--- src/rtl/fir_frame_sequencer.sv ---
// Frame sequencer for a bit-serial distributed-arithmetic FIR: counts samples into a
// ping-pong buffer, launches one DA pass per frame and holds the result until accepted.
module fir_frame_sequencer #(
   parameter int TAPS       = 128,
   parameter int DATA_WIDTH = 16
) (
   input  logic                          clk,
   input  logic                          rst,
   input  logic                          enable,
   input  logic                          sample_valid,
   input  logic                          result_ready,
   input  logic                          overrun_clr,
   output logic                          buffer_select,
   output logic                          start_computation,
   output logic                          da_clear,
   output logic                          da_shift_en,
   output logic [$clog2(DATA_WIDTH)-1:0] da_bit_idx,
   output logic                          da_last,
   output logic                          result_valid,
   output logic                          busy,
   output logic                          overrun,
   output logic [15:0]                   frame_count
);

   localparam int CW = $clog2(TAPS);
   localparam int BW = $clog2(DATA_WIDTH);
   localparam logic [CW-1:0] SAMPLE_LAST = CW'(TAPS - 1);
   localparam logic [BW-1:0] BIT_LAST    = BW'(DATA_WIDTH - 1);

   typedef enum logic [1:0] {
      S_IDLE    = 2'd0,
      S_LAUNCH  = 2'd1,
      S_COMPUTE = 2'd2,
      S_DONE    = 2'd3
   } state_t;

   state_t          state_q, state_d;
   logic [CW-1:0]   sample_cnt_q, sample_cnt_d;
   logic [BW-1:0]   bit_cnt_q, bit_cnt_d;
   logic            pending_q, pending_d;
   logic            overrun_q, overrun_d;
   logic            buffer_select_q, buffer_select_d;
   logic [15:0]     frame_count_q, frame_count_d;

   logic            frame_done;
   logic            result_taken;
   logic            launch_go;
   logic            drop_frame;

   assign frame_done   = sample_valid && enable && (sample_cnt_q == SAMPLE_LAST);
   assign result_taken = (state_q == S_DONE) && result_ready;

   // State register
   always_ff @(posedge clk or posedge rst) begin
      if (rst) begin
         state_q <= S_IDLE;
      end else begin
         state_q <= state_d;
      end
   end

   // Next-state logic
   always_comb begin
      state_d = state_q;
      case (state_q)
         S_IDLE: begin
            if (frame_done) begin
               state_d = S_LAUNCH;
            end
         end
         S_LAUNCH: begin
            state_d = S_COMPUTE;
         end
         S_COMPUTE: begin
            if (bit_cnt_q == BIT_LAST) begin
               state_d = S_DONE;
            end
         end
         S_DONE: begin
            if (result_ready) begin
               state_d = (pending_q || frame_done) ? S_LAUNCH : S_IDLE;
            end
         end
         default: begin
            state_d = S_IDLE;
         end
      endcase
   end

   // Output logic: every output is decoded from registered state only
   always_comb begin
      start_computation = (state_q == S_LAUNCH);
      da_clear          = (state_q == S_LAUNCH);
      da_shift_en       = (state_q == S_COMPUTE);
      da_bit_idx        = (state_q == S_COMPUTE) ? bit_cnt_q : '0;
      da_last           = (state_q == S_COMPUTE) && (bit_cnt_q == BIT_LAST);
      result_valid      = (state_q == S_DONE);
      busy              = (state_q != S_IDLE);
      overrun           = overrun_q;
      buffer_select     = buffer_select_q;
      frame_count       = frame_count_q;
   end

   assign launch_go = (state_d == S_LAUNCH);

   // Counters and launch bookkeeping
   always_comb begin
      sample_cnt_d    = sample_cnt_q;
      bit_cnt_d       = '0;
      buffer_select_d = buffer_select_q;
      frame_count_d   = frame_count_q;

      if (!enable) begin
         sample_cnt_d = '0;
      end else if (sample_valid) begin
         sample_cnt_d = (sample_cnt_q == SAMPLE_LAST) ? '0 : sample_cnt_q + 1'b1;
      end

      if ((state_q == S_COMPUTE) && (bit_cnt_q != BIT_LAST)) begin
         bit_cnt_d = bit_cnt_q + 1'b1;
      end

      if (launch_go) begin
         buffer_select_d = ~buffer_select_q;
         frame_count_d   = frame_count_q + 16'd1;
      end
   end

   // One-deep frame queue. When a queued frame is launched from DONE, a frame
   // finishing in that same cycle takes its place rather than being lost.
   always_comb begin
      pending_d  = pending_q;
      drop_frame = 1'b0;

      if (result_taken) begin
         pending_d = pending_q && frame_done;
      end else if (frame_done && (state_q != S_IDLE)) begin
         if (pending_q) begin
            drop_frame = 1'b1;
         end else begin
            pending_d = 1'b1;
         end
      end

      if (!enable) begin
         pending_d = 1'b0;
      end

      if (drop_frame) begin
         overrun_d = 1'b1;
      end else if (overrun_clr) begin
         overrun_d = 1'b0;
      end else begin
         overrun_d = overrun_q;
      end
   end

   always_ff @(posedge clk or posedge rst) begin
      if (rst) begin
         sample_cnt_q    <= '0;
         bit_cnt_q       <= '0;
         pending_q       <= 1'b0;
         overrun_q       <= 1'b0;
         buffer_select_q <= 1'b0;
         frame_count_q   <= '0;
      end else begin
         sample_cnt_q    <= sample_cnt_d;
         bit_cnt_q       <= bit_cnt_d;
         pending_q       <= pending_d;
         overrun_q       <= overrun_d;
         buffer_select_q <= buffer_select_d;
         frame_count_q   <= frame_count_d;
      end
   end

endmodule

--- config.mk ---
export PLATFORM = sky130hd
export DESIGN_NAME = fir_frame_sequencer
export DESIGN_NICKNAME = d
export VERILOG_FILES = /design/src/rtl/fir_frame_sequencer.sv
export SDC_FILE = /design/constraint.sdc
export NUM_CORES = 1
export LEC_CHECK = 0
export BUFFER_PORTS_ARGS = -buffer_cell sky130_fd_sc_hd__buf_2
export CAP_MARGIN = 30
export CORE_ASPECT_RATIO = 2
export CORE_MARGIN = 2
export CORE_UTILIZATION = 25
export DETAILED_ROUTE_END_ITERATION = 10
export PLACE_DENSITY_LB_ADDON = 0.1
export SLEW_MARGIN = 20
export SYNTH_ARGS = -nofsm -noshare
export SYNTH_HDL_FRONTEND = slang
export SYNTH_SLANG_ARGS = --single-unit
--- constraint.sdc ---
create_clock -name clk -period 2.4 [get_ports clk]
set_input_delay 0.48 -clock clk [delete_from_list [all_inputs] [get_ports clk]]
set_output_delay 0.48 -clock clk [all_outputs]
set_load 0.01 [all_outputs]
* After elaboration in Yosys (flattened, before gate mapping) *
Index checks and enable logic that the tools add are counted.

operators by class
  $add $sub $neg = 3
  $mul = 0
  div/mod/pow operators = 0
  $lt $le $gt $ge = 0
  eq/ne operators = 9
  shift operators = 0
  multiplexer cells = 18
  bitwise operators = 1
  reductions and logical operators = 11

operator list
  cell                                                                     count
  7-bit two-way mux                                                        3
  16-bit by 1-bit adder with 16-bit output, second input constant          1
  1-bit two-way mux                                                        9
  4-bit two-way mux                                                        2
  2-bit case mux with 4 select lines                                       1
  7-bit by 1-bit adder with 7-bit output, second input constant            1
  7-bit == test, second input constant                                     1
  1-bit logical AND                                                        7
  2-bit two-way mux                                                        3
  4-bit by 1-bit adder with 4-bit output, second input constant            1
  2-bit by 1-bit == test with 1-bit output, second input constant          2
  2-bit == test, second input constant                                     2
  4-bit == test, second input constant                                     1
  4-bit inequality test, second input constant                             1
  2-bit nonzero test                                                       2
  3-bit by 1-bit inequality test with 1-bit output, second input constant  1
  2-bit logical NOT                                                        1
  2-bit by 1-bit inequality test with 1-bit output, second input constant  1
  1-bit logical OR                                                         1
  1-bit NOT                                                                1

storage, ports and cells
  bits in registers = 32
  bits in latches = 0
  memory bits (writable) = 0
  ROM bits = 0
  input port bits = 6
  output and inout port bits = 28
  word-level logic and storage cells = 49
  memories = 0

* Longest topological paths before layout *
Gate-level depths: netlist of run 1.

  depth after elaboration = 7
  gate-level depth with buffers = 6
  depth with buffers taken out = 5

* Least setup slack after synthesis of run 1 *
No wires, ideal clock.

  path type = flip-flop to flip-flop
  start point = reg bit_cnt_q[0]
  end point = reg frame_count_q[12] (netlist: frame_count[12])
  setup time = 0.126 ns
  arrival time = 1.713 ns
  required time = 2.274 ns
  path slack = 0.561 ns
  cell stages (with the launch flop) = 7
  path buffers = 1
  clock period less this slack = 1.839 ns
  path through = dfrtp_1 ha_1 nand3_1 o22ai_1 clkbuf_1 o2111ai_1 xnor2_1

between the ends
  longest elaborated chain between the ends = 4

ends and longest elaborated chain
  element                                   RTL line  source
  start: declaration                        39        logic [BW-1:0] bit_cnt_q, bit_cnt_d;
  start signal: assignment                  168       bit_cnt_q <= bit_cnt_d;
  4-bit == test                             75        if (bit_cnt_q == BIT_LAST) begin
  2-bit two-way mux                         75
  2-bit case mux with 4 select lines        65        case (state_q)
  2-bit by 1-bit == test with 1-bit output  104       assign launch_go = (state_d == S_LAUNCH);
  end signal: assignment                    172       frame_count_q <= frame_count_d;
  end: declaration                          43        logic [15:0] frame_count_q, frame_count_d;

No other way between the ends.
A chain may end at the register's enable or synchronous reset.

* Worst setup path after layout of run 1 *
  start point = reg state_q[0]
  end point = reg frame_count_q[1] (netlist: frame_count[1])

between the ends
  longest elaborated chain between the ends = 3
  elaborated cells on any way between the ends = 9
  classes of those cells = eq/ne: 4; mux: 4; reduce/logical: 1

ends and longest elaborated chain
  element                                       RTL line  source
  start: declaration                            37        state_t state_q, state_d;
  start signal: assignment                      58        state_q <= state_d;
  2-bit == test, or another cell as far along   65
  2-bit case mux with 4 select lines (*)        65
  2-bit by 1-bit == test with 1-bit output (*)  104

Every way passes the cells marked *; elsewhere a longest branch is shown, timed or not.

==> results of run 1 <==
state kept, by name, summed over array words and instances (netlist names):
register / cells
buffer_select: 1
state_q: 2
sample_cnt_q: 7
pending_q: 1
bit_cnt_q: 4
overrun: 1
frame_count: 16
layout by cell type (no fill, tap or decap), types with 2 or more instances in the layout:
cell	synthesis	final
a21o_1	2	2
nor3_1	3	3
clkinv_2	0	2
nand2_1	10	10
nand4_1	2	2
nor2_1	4	4
xnor2_1	18	18
ha_1	3	3
and2_1	10	10
o21ai_1	2	2
nor2b_1	4	4
o2111ai_1	6	6
dfrtp_1	32	32
clkbuf_16	0	5
nand3_1	7	7
buf_2	0	33
or2_1	2	2
o211ai_1	7	7
inv_1	7	7
o21ai_0	2	2
a211oi_1	2	2
a31oi_1	2	2
buf_4	1	3
and3_1	8	8
path summary, 6_finish.rpt:
check	slack, ns	from	to
worst max-delay path	0.47	state_q[0]	frame_count[1]
worst min-delay path	0.29	rst	frame_count[2]
worst max register to register	0.47	state_q[0]	frame_count[1]
worst min register to register	0.46	frame_count[15]	frame_count[15]
max in group asynchronous	1.82	rst	frame_count[10]
min in group clk	0.38	overrun_clr	overrun
layer usage:
layer	share of wire (%)	GRT usage [%]	vias up
li1	-	-	635
met1	48	14.6	595
met2	46	16.6	31
met3	4.7	2.50	6
met4	1.8	3.99	0
met5	0	0	-
critical path, cell delays in order, from the launching register on:
cell	delay [ns]
dfrtp_1	0.40
or2_1	0.35
a2111oi_4	0.36
buf_4	0.26
o21ai_2	0.11
mux2_1	0.32
cell families (layout without fill, tap and decap cells):
family	Yosys count	after routing	share of synthesized area (%)
compound gates	33	33	16.7
xor+xnor	19	19	9.99
fa+ha+maj	3	3	2.25
buf+inv	13	51	4.06
flops	32	32	48.1
mux	2	2	1.28
simple gates	54	54	17.7
synthesized netlist by cell type (3+ instances only):
cell        n  area, sq um
and3_1      8         50.1
inv_1       7         26.3
nor2b_1     4         25.0
dfrtp_1    32          801
nor3_1      3         15.0
and2_1     10         62.6
ha_1        3         37.5
clkbuf_1    3         11.3
nand3_1     7         35.0
xnor2_1    18          158
nand2_1    10         37.5
nor2_1      4         15.0
o211ai_1    7         52.6
o2111ai_1   6         52.6
layout make-up:
cell class | instances | area, sq um
fillers | 724 | 4450
clock buffers | 6 | 139
multi-input cells | 111 | 797
inverters | 7 | 26.3
repair buffers | 36 | 188
flip-flops and latches | 32 | 801
well taps | 88 | 110
clock inverters | 2 | 10.0
stage by stage:
| stage | power, uW | cell area (sq um) | worst slack [ns] | hold slack [ns] |
|---|---|---|---|---|
| after floorplan | 705 | 1670 | 0.561 | 0.462 |
| after global placement | 752 | 1920 | 0.521 | 0.460 |
| after detailed placement | 755 | 1920 | 0.472 | 0.465 |
| after CTS | 1400 | 2070 | 0.464 | 0.313 |
| after global routing | 1440 | 2070 | 0.331 | 0.352 |
| final | 1370 | 2070 | 0.466 | 0.291 |
power breakdown:
part           switching (uW)  internal, uW
Clock                     218           408
Combinational            76.5          63.2
Sequential               31.3           569
Total                     326          1040
==> flow_summary_export.csv, run 1 <==
group,metric,value,unit
clock_tree,postCtsResizedCells,0,
finish,diodes,0,
drt,viasPerCell,4.49,
critical_path,cp_max_fo,16,
timing,maxSlewHeadroom,63.6,%
clock_tree,clockBufferDepth,2,
drt,ant_nets,0,
grt,track_usage,10.9,%
floorplan,initial_core_util,25.6,%
finish,final_cells,282,
finish,fin_util,31.8,%
clock_tree,insertion_delay,0.27,ns
timing,skew,0.00348,ns
synthesis,ys_ff_latch,32,
power,powerDensity,660,mW/mm^2
grt,grt_pass1_vias,1305,
clock_tree,cts_max_level,2,
floorplan,die_area,0.00737,sq mm
synthesis,yosys_warnings,0,
grt,grt_overflow,0,
timing,worst_pin_slew,0.545,ns
critical_path,startpoint_type,"flop",
critical_path,critPathArrivalTime,2.08,ns
clock_tree,hold_buffers,0,
synthesis,synth_flop_cell,"dfrtp_1",
drt,first_iter_violations,46,
drt,wl,3.51,mm
critical_path,worstSetupPathType,"reg -> reg",
synthesis,syn_nets,165,
critical_path,r2r_cells,5,
finish,syn2layout_area_growth,24.3,%
floorplan,chipWidth,61.7,um
hold_path,hold_class,"in -> async",
grt,antenna_found_initial,0,
clock_tree,cts-root-buf,"clkbuf_16",
synthesis,synth_enable_flop_cells,0,
drt,vias,1267,
timing,period_minus_slack,1.93,ns
clock_tree,cts_made_buffers,5,
synthesis,seq_area_frac_synth,48.1,%
floorplan,io_pins,34,
timing,finalSetupViolCount,0,
placement,port_buffers,33,
synthesis,avgSynthCellArea,10.7,sq um
clock_tree,cts_tree,"built",
synthesis,syn_area,0.00167,sq mm
floorplan,die_y,119,um
outcome,status,"finished clean",
timing,slew_violations,0,
critical_path,endpoint_kind,"flop",
placement,place_congestion,0.697,
finish,layout-drive-gt1-share,24.2,%
power,ir_drop,349,uV
grt,grt_max_degree,33,
clock_tree,cts_num_sinks,32,
floorplan,rows,42,
placement,dp_hpwl,2.53,mm
synthesis,netlist-cell-type-count,40,
clock_tree,cts_setup_buffers,0,
clock_tree,clk_pin_slew_worst_paths,0.05,ns
floorplan,coreArea,0.00652,sq mm
synthesis,syn_inst,156,
drt,drt-pass1-iter-count,4,
power,p_leak,0.000966,uW
placement,place_inst,274,
timing,max_freq,0.517,GHz
synthesis,synth-async-reset-ratio,100,%
timing,finalHoldViolCount,0,
critical_path,crit_required,2.55,ns
timing,rsz0062_at_grt,"no",
grt,grt_pass1_wl,6.08,mm
timing,finalSetupTns,0,ns
drt,drc,0,
timing,fin_crit_sh,80.6,%
job,max-cap-violations,0,
drt,wl_per_cell,12.5,um
finish,fin_nets,202,
Power figures use the tool's default switching activity.
==> run 2: changes to the inputs <==
--- a/config.mk
+++ b/config.mk
@@ -5,6 +5,7 @@
 export SDC_FILE = /design/constraint.sdc
 export NUM_CORES = 1
 export LEC_CHECK = 0
+export ABC_AREA = 1
 export BUFFER_PORTS_ARGS = -buffer_cell sky130_fd_sc_hd__buf_2
 export CAP_MARGIN = 30
 export CORE_ASPECT_RATIO = 2
==> constraint.sdc (replaced) <==
create_clock -name clk -period 2.03 [get_ports clk]
set_input_delay 0.406 -clock clk [delete_from_list [all_inputs] [get_ports clk]]
set_output_delay 0.406 -clock clk [all_outputs]
set_load 0.01 [all_outputs]
==> run 2 against run 1 <==
Clock skew increased by 0.0044 ns. Non-clock buffer count shrank 2. Final area grew 11%. Sequential share of layout area decreased by 3.9 points. Flip-flop and latch count unchanged. Critical endpoint is now da_last.
==> flow_summary_export.csv, run 2 <==
group,metric,value,unit
grt,antenna_found_initial,0,
finish,syn2layout_area_growth,24.4,%
critical_path,max_stage_delay,0.40,ns
grt,grt_overflow,0,
floorplan,die_y,126,um
synthesis,yosys_warnings,0,
grt,grt_max_degree,33,
timing,worst_pin_slew,0.444,ns
critical_path,path_delay_family,"flip-flops",
critical_path,rrSetupSlack,0.45,ns
timing,skew,0.00792,ns
power,powerDensity,802,mW/mm^2
clock_tree,cts_max_level,2,
placement,place_congestion,0.815,
clock_tree,cts_setup_buffers,0,
synthesis,syn_inst,242,
power,p_leak,0.00117,uW
floorplan,chipWidth,64.8,um
critical_path,worstSetupPathType,"reg -> out",
synthesis,synth.area.top_cells,"dfrtp_1 (43%), nand2_1 (17%), inv_1 (5.5%), nand3_1 (5.4%), nor2_1 (5.1%)",
critical_path,crit_required,1.62,ns
finish,layout-drive-gt1-share,19.1,%
timing,maxSlewHeadroom,70.4,%
clock_tree,cts_tree,"built",
drt,drc,0,
clock_tree,cts_made_buffers,5,
power,combPwrFrac,9.9,%
finish,final_cell_mix,"nand2_1 (86), buf_2 (33), dfrtp_1 (32)",
synthesis,synth_flop_cell,"dfrtp_1",
finish,largest_reg_flops,16,
drt,viasPerCell,4.36,
critical_path,endpoint,"da_last",
timing,period_minus_slack,1.79,ns
power,p_clk_share,51.2,%
synthesis,netlist-cell-type-count,27,
synthesis,synth.most_common_cell,"nand2_1",
timing,worst_slack,0.244,ns
clock_tree,hold_buffers,0,
synthesis,ys_top_cells_by_count,"nand2_1 (86), dfrtp_1 (32), inv_1 (27)",
synthesis,syn_area,0.00185,sq mm
outcome,status,"finished clean",
synthesis,avgSynthCellArea,7.64,sq um
power,pwr-share-seq,38.9,%
critical_path,cp.depth,4,
drt,drt-pass1-iter-count,4,
critical_path,path_cells,"ha_1, nand3_1, nor2_2, buf_2",
timing,fin_crit_sh,88.0,%
placement,dp_hpwl,3.62,mm
grt,grt_pass1_wl,8.16,mm
critical_path,cp-startpoint,"bit_cnt_q[0]",
finish,fin_nets,290,
synthesis,ys_ff_latch,32,
clock_tree,insertion_delay,0.28,ns
power,swShare,24.5,%
critical_path,crit_slowest_cell,"dfrtp_1",
synthesis,yosys.area.top_type,"dfrtp_1",
synthesis,synth_enable_flop_cells,0,
critical_path,timing.rr.end,"frame_count[9]",
grt,grt_pass1_vias,1634,
timing,rsz0062_at_grt,"no",
job,max-cap-violations,0,
finish,diodes,0,
clock_tree,clk_pin_slew_worst_paths,0.05,ns
clock_tree,postCtsResizedCells,0,
drt,wl_per_cell,13.0,um
timing,finalSetupTns,0,ns
grt,track_usage,13.4,%
clock_tree,cts-root-buf,"clkbuf_16",
power,p_switching,453,uW
drt,ant_nets,0,
timing,finalSetupViolCount,0,
critical_path,startpoint_type,"flop",
power,ir_drop,276,uV
critical_path,crit_buf_inv,1,
synthesis,seq_area_frac_synth,43.3,%
critical_path,r2r_start,"sample_cnt_q[0]",
hold_path,hold_class,"in -> async",
critical_path,critPathArrivalTime,1.38,ns
critical_path,r2r_cells,7,
drt,vias,1632,
synthesis,syn_nets,251,
power,cellInternalPower,1390,uW
synthesis,synth-async-reset-ratio,100,%
floorplan,coreArea,0.00721,sq mm
timing,max_freq,0.560,GHz
clock_tree,cts_num_sinks,32,
placement,dpl_cell_area,0.00212,sq mm
floorplan,die_area,0.00814,sq mm
drt,first_iter_violations,79,
finish,final_common_cell,"nand2_1",
placement,port_buffers,33,
floorplan,rows,44,
floorplan,initial_core_util,25.6,%
clock_tree,clockBufferDepth,2,
timing,slew_violations,0,
placement,post-place-ws,0.430,ns
critical_path,endpoint_kind,"primary output",
synthesis,synthDominantCellAreaShare,43.3,%
floorplan,io_pins,34,
drt,wl,4.88,mm
critical_path,cp_max_fo,4,
timing,finalHoldViolCount,0,
finish,final_area,0.00230,sq mm
==> run 2: worst min path at each step <==
stage | to | slack, ns | start | depth (start not counted)
after floorplan | bit_cnt_q[0] | 0.45 | bit_cnt_q[0] | 1
after global placement | buffer_select | 0.48 | buffer_select | 2
after detailed placement | sample_cnt_q[6] | 0.49 | sample_cnt_q[6] | 2
after CTS | sample_cnt_q[3] | 0.23 | rst | 3
after global routing | sample_cnt_q[5] | 0.29 | rst | 3
final | sample_cnt_q[5] | 0.21 | rst | 3
==> run 2: layer usage <==
metal  vias up  track usage [%]  share of wire (%)
li1        845                -                  -
met3         6             3.96                4.8
met2        35             24.0                 55
met1       746             13.8                 38
met5         -                0                  0
met4         0             6.63                2.3
==> run 2: final cells by class <==
| type | count | area, sq um |
|---|---|---|
| tap | 92 | 115 |
| inverter | 28 | 105 |
| clock buffer | 7 | 153 |
| timing repair buffer | 34 | 173 |
| clock inverter | 1 | 30.0 |
| fill | 783 | 4910 |
| multi-input combinational | 180 | 923 |
| sequential | 32 | 801 |
==> run 2: power groups by stage <==
stage	registers (uW)	logic (uW)	clock network, uW
6_report	718	183	944
5_1_grt	725	216	993
3_5_place_dp	730	190	0
2_1_floorplan	721	126	0
4_1_cts	719	190	970
3_3_place_gp	731	188	0
==> run 2: stage by stage <==
stage / utilization (%) / hold WS [ns] / total power [uW] / instances
2_1_floorplan: - / 0.451 / 847 / 242
3_3_place_gp: 29.4 / 0.482 / 919 / 366
3_5_place_dp: 29.4 / 0.487 / 920 / 366
4_1_cts: 31.9 / 0.232 / 1880 / 374
5_1_grt: 31.9 / 0.293 / 1930 / 374
6_report: 31.9 / 0.206 / 1850 / 374
==> run 2: kinds of logic (layout without fill, tap and decap cells) <==
kind of cell | Yosys count | after routing | share of synthesized area [%]
AND/OR/NAND/NOR | 153 | 153 | 38.4
buffers and inverters | 30 | 70 | 6.70
XOR/XNOR | 10 | 10 | 4.74
adder cells (fa/ha/maj) | 3 | 3 | 2.03
flip-flops | 32 | 32 | 43.3
AO/OA/AOI/OAI | 14 | 14 | 4.81
==> run 2: tightest hold or removal path, delay by kind of cell <==
kind | cells | cell delay (ns)
buffers and inverters | 3 | 0.51
==> run 3: changes to the inputs <==
--- a/config.mk
+++ b/config.mk
@@ -5,7 +5,6 @@
 export SDC_FILE = /design/constraint.sdc
 export NUM_CORES = 1
 export LEC_CHECK = 0
-export ABC_AREA = 1
 export BUFFER_PORTS_ARGS = -buffer_cell sky130_fd_sc_hd__buf_2
 export CAP_MARGIN = 30
 export CORE_ASPECT_RATIO = 2
==> run 3 against run 2 <==
Sequential share of layout area rose by 2.9 points. Via count fell by 22%. Sequential power down 1%. Utilization rose by 0.72 points. Setup slack lost 0.048 ns. Maximum frequency shrank 2.6%. Register-to-register slack got worse by 0.25 ns. Largest cell class is now sequential cells.
==> flow_summary_export.csv, run 3 (same netlist as run 1, synthesis figures left out) <==
group,metric,value,unit
finish,nFillCells,709,
timing,slew_violations,0,
critical_path,r2r_start,"state_q[0]",
grt,grtUsageMet1,15.0,%
grt,use_met2,16.2,%
floorplan,coreArea,0.00652,sq mm
critical_path,startpoint_type,"flop",
timing,finalSetupViolCount,0,
finish,final_area,0.00212,sq mm
timing,finalSetupTns,0,ns
clock_tree,cts_num_sinks,32,
placement,dpl_cell_area,0.00197,sq mm
clock_tree,hold_buffers,0,
placement,place_congestion,0.692,
clock_tree,cts_made_buffers,5,
floorplan,chipWidth,61.7,um
floorplan,io_pins,34,
job,max-cap-violations,0,
grt,antenna_found_initial,0,
finish,fin_nets,207,
grt,track_usage,10.9,%
critical_path,path_cells,"or2_1, a2111oi_4, buf_4, o2111ai_1, xnor2_1",
grt,grt.busiest_layer,"met2",
timing,skew,0.00421,ns
finish,largest_reg_flops,16,
grt,met3_usage,3.04,%
drt,wl_per_cell,12.8,um
drt,ant_nets,0,
critical_path,crit_required,2.18,ns
drt,drt-pass1-iter-count,4,
grt,grt_pass1_wl,6.07,mm
timing,maxSlewHeadroom,71.5,%
finish,layout-drive-gt1-share,25.8,%
placement,port_buffers,33,
placement,dp_hpwl,2.64,mm
critical_path,cp-startpoint,"state_q[0]",
critical_path,critPathArrivalTime,1.98,ns
clock_tree,postCtsResizedCells,0,
timing,finalHoldViolCount,0,
power,ir_drop,370,uV
drt,vias,1280,
clock_tree,cts-root-buf,"clkbuf_16",
floorplan,initial_core_util,25.6,%
drt,viasPerCell,4.48,
grt,grt_max_degree,33,
clock_tree,cts_setup_buffers,0,
floorplan,rows,42,
hold_path,hold_class,"in -> async",
timing,max_freq,0.545,GHz
power,p_leak,0.000994,uW
finish,syn2layout_area_growth,27.6,%
grt,grt_overflow,0,
floorplan,die_y,119,um
critical_path,endpoint_kind,"flop",
floorplan,die_area,0.00737,sq mm
outcome,status,"finished clean",
critical_path,timing.rr.end,"frame_count[14]",
clock_tree,insertion_delay,0.27,ns
timing,rsz0062_at_grt,"no",
critical_path,worstSetupPathType,"reg -> reg",
critical_path,crit_slowest_cell,"a2111oi_4",
clock_tree,clockBufferDepth,2,
power,powerDensity,779,mW/mm^2
finish,final_common_cell,"buf_2",
clock_tree,cts_tree,"built",
finish,final_cell_mix,"buf_2 (33), dfrtp_1 (32), xnor2_1 (18)",
critical_path,max_stage_delay,0.45,ns
timing,worst_pin_slew,0.427,ns
drt,wl,3.65,mm
clock_tree,clk_pin_slew_worst_paths,0.05,ns
grt,grt_pass1_vias,1272,
finish,diodes,0,
critical_path,rrSetupSlack,0.20,ns
timing,fin_crit_sh,90.3,%
critical_path,cp_max_fo,9,
timing,period_minus_slack,1.83,ns
clock_tree,cts_max_level,2,
drt,first_iter_violations,33,
finish,fin_util,32.6,%
critical_path,r2r_cells,5,
drt,drc,0,
==> run 3: changes by cell type in the layout (fill, tap and decap cells not counted), moves of 5 or more <==
| cell | delta |
|---|---|
| o2111ai_1 | +6 |
| nor2_1 | -21 |
| xor2_1 | -5 |
| buf_4 | +6 |
| nand2_1 | -76 |
| and3_1 | +8 |
| and2_1 | +10 |
| xnor2_1 | +14 |
| inv_1 | -20 |
| o211ai_1 | +7 |
| nand3_1 | -13 |
==> run 3: worst max path at each step <==
stage and endpoint:
2_1_floorplan frame_count[12], 3_3_place_gp frame_count[10], 3_5_place_dp frame_count[15], 4_1_cts frame_count[15], 5_1_grt frame_count[10], 6_report frame_count[14]
==> run 3: worst max-delay path: cells and delay by family, from the launching register on <==
kind            cells  cell delay, ns
compound gates      2            0.57
simple gates        1            0.35
buf+inv             1            0.23
xor+xnor            1            0.15
flops               1            0.41
==> run 3: metal layers <==
layer | routed length [um] | vias up
li1 | - | 644
met3 | 173 | 5
met2 | 1700 | 28
met5 | 0 | -
met1 | 1730 | 603
met4 | 48 | 0
==> run 3: layout make-up <==
type | instances | area [sq um] | share of cell area, %
Clock buffer | 7 | 153 | 7.18
Inverter | 7 | 26.3 | 1.24
Multi-Input combinational cell | 111 | 797 | 37.5
Sequential cell | 32 | 801 | 37.7
Tap cell | 88 | 110 | 5.18
Timing Repair Buffer | 41 | 238 | 11.2
==> run 3: report_power, final <==
part           switching, uW  internal [uW]  total, uW
Clock                    261            514        776
Combinational           91.2           76.5        168
Sequential              37.9            673        711
==> run 3: per-stage QoR <==
step | total power, uW | hold slack (ns) | std cells | setup slack (ns)
CTS | 1680 | 0.235 | 286 | 0.201
global route | 1730 | 0.270 | 286 | 0.0896
global placement | 890 | 0.464 | 279 | 0.234
detailed placement | 894 | 0.458 | 279 | 0.209
finish | 1650 | 0.220 | 286 | 0.196
floorplan | 834 | 0.462 | 156 | 0.191
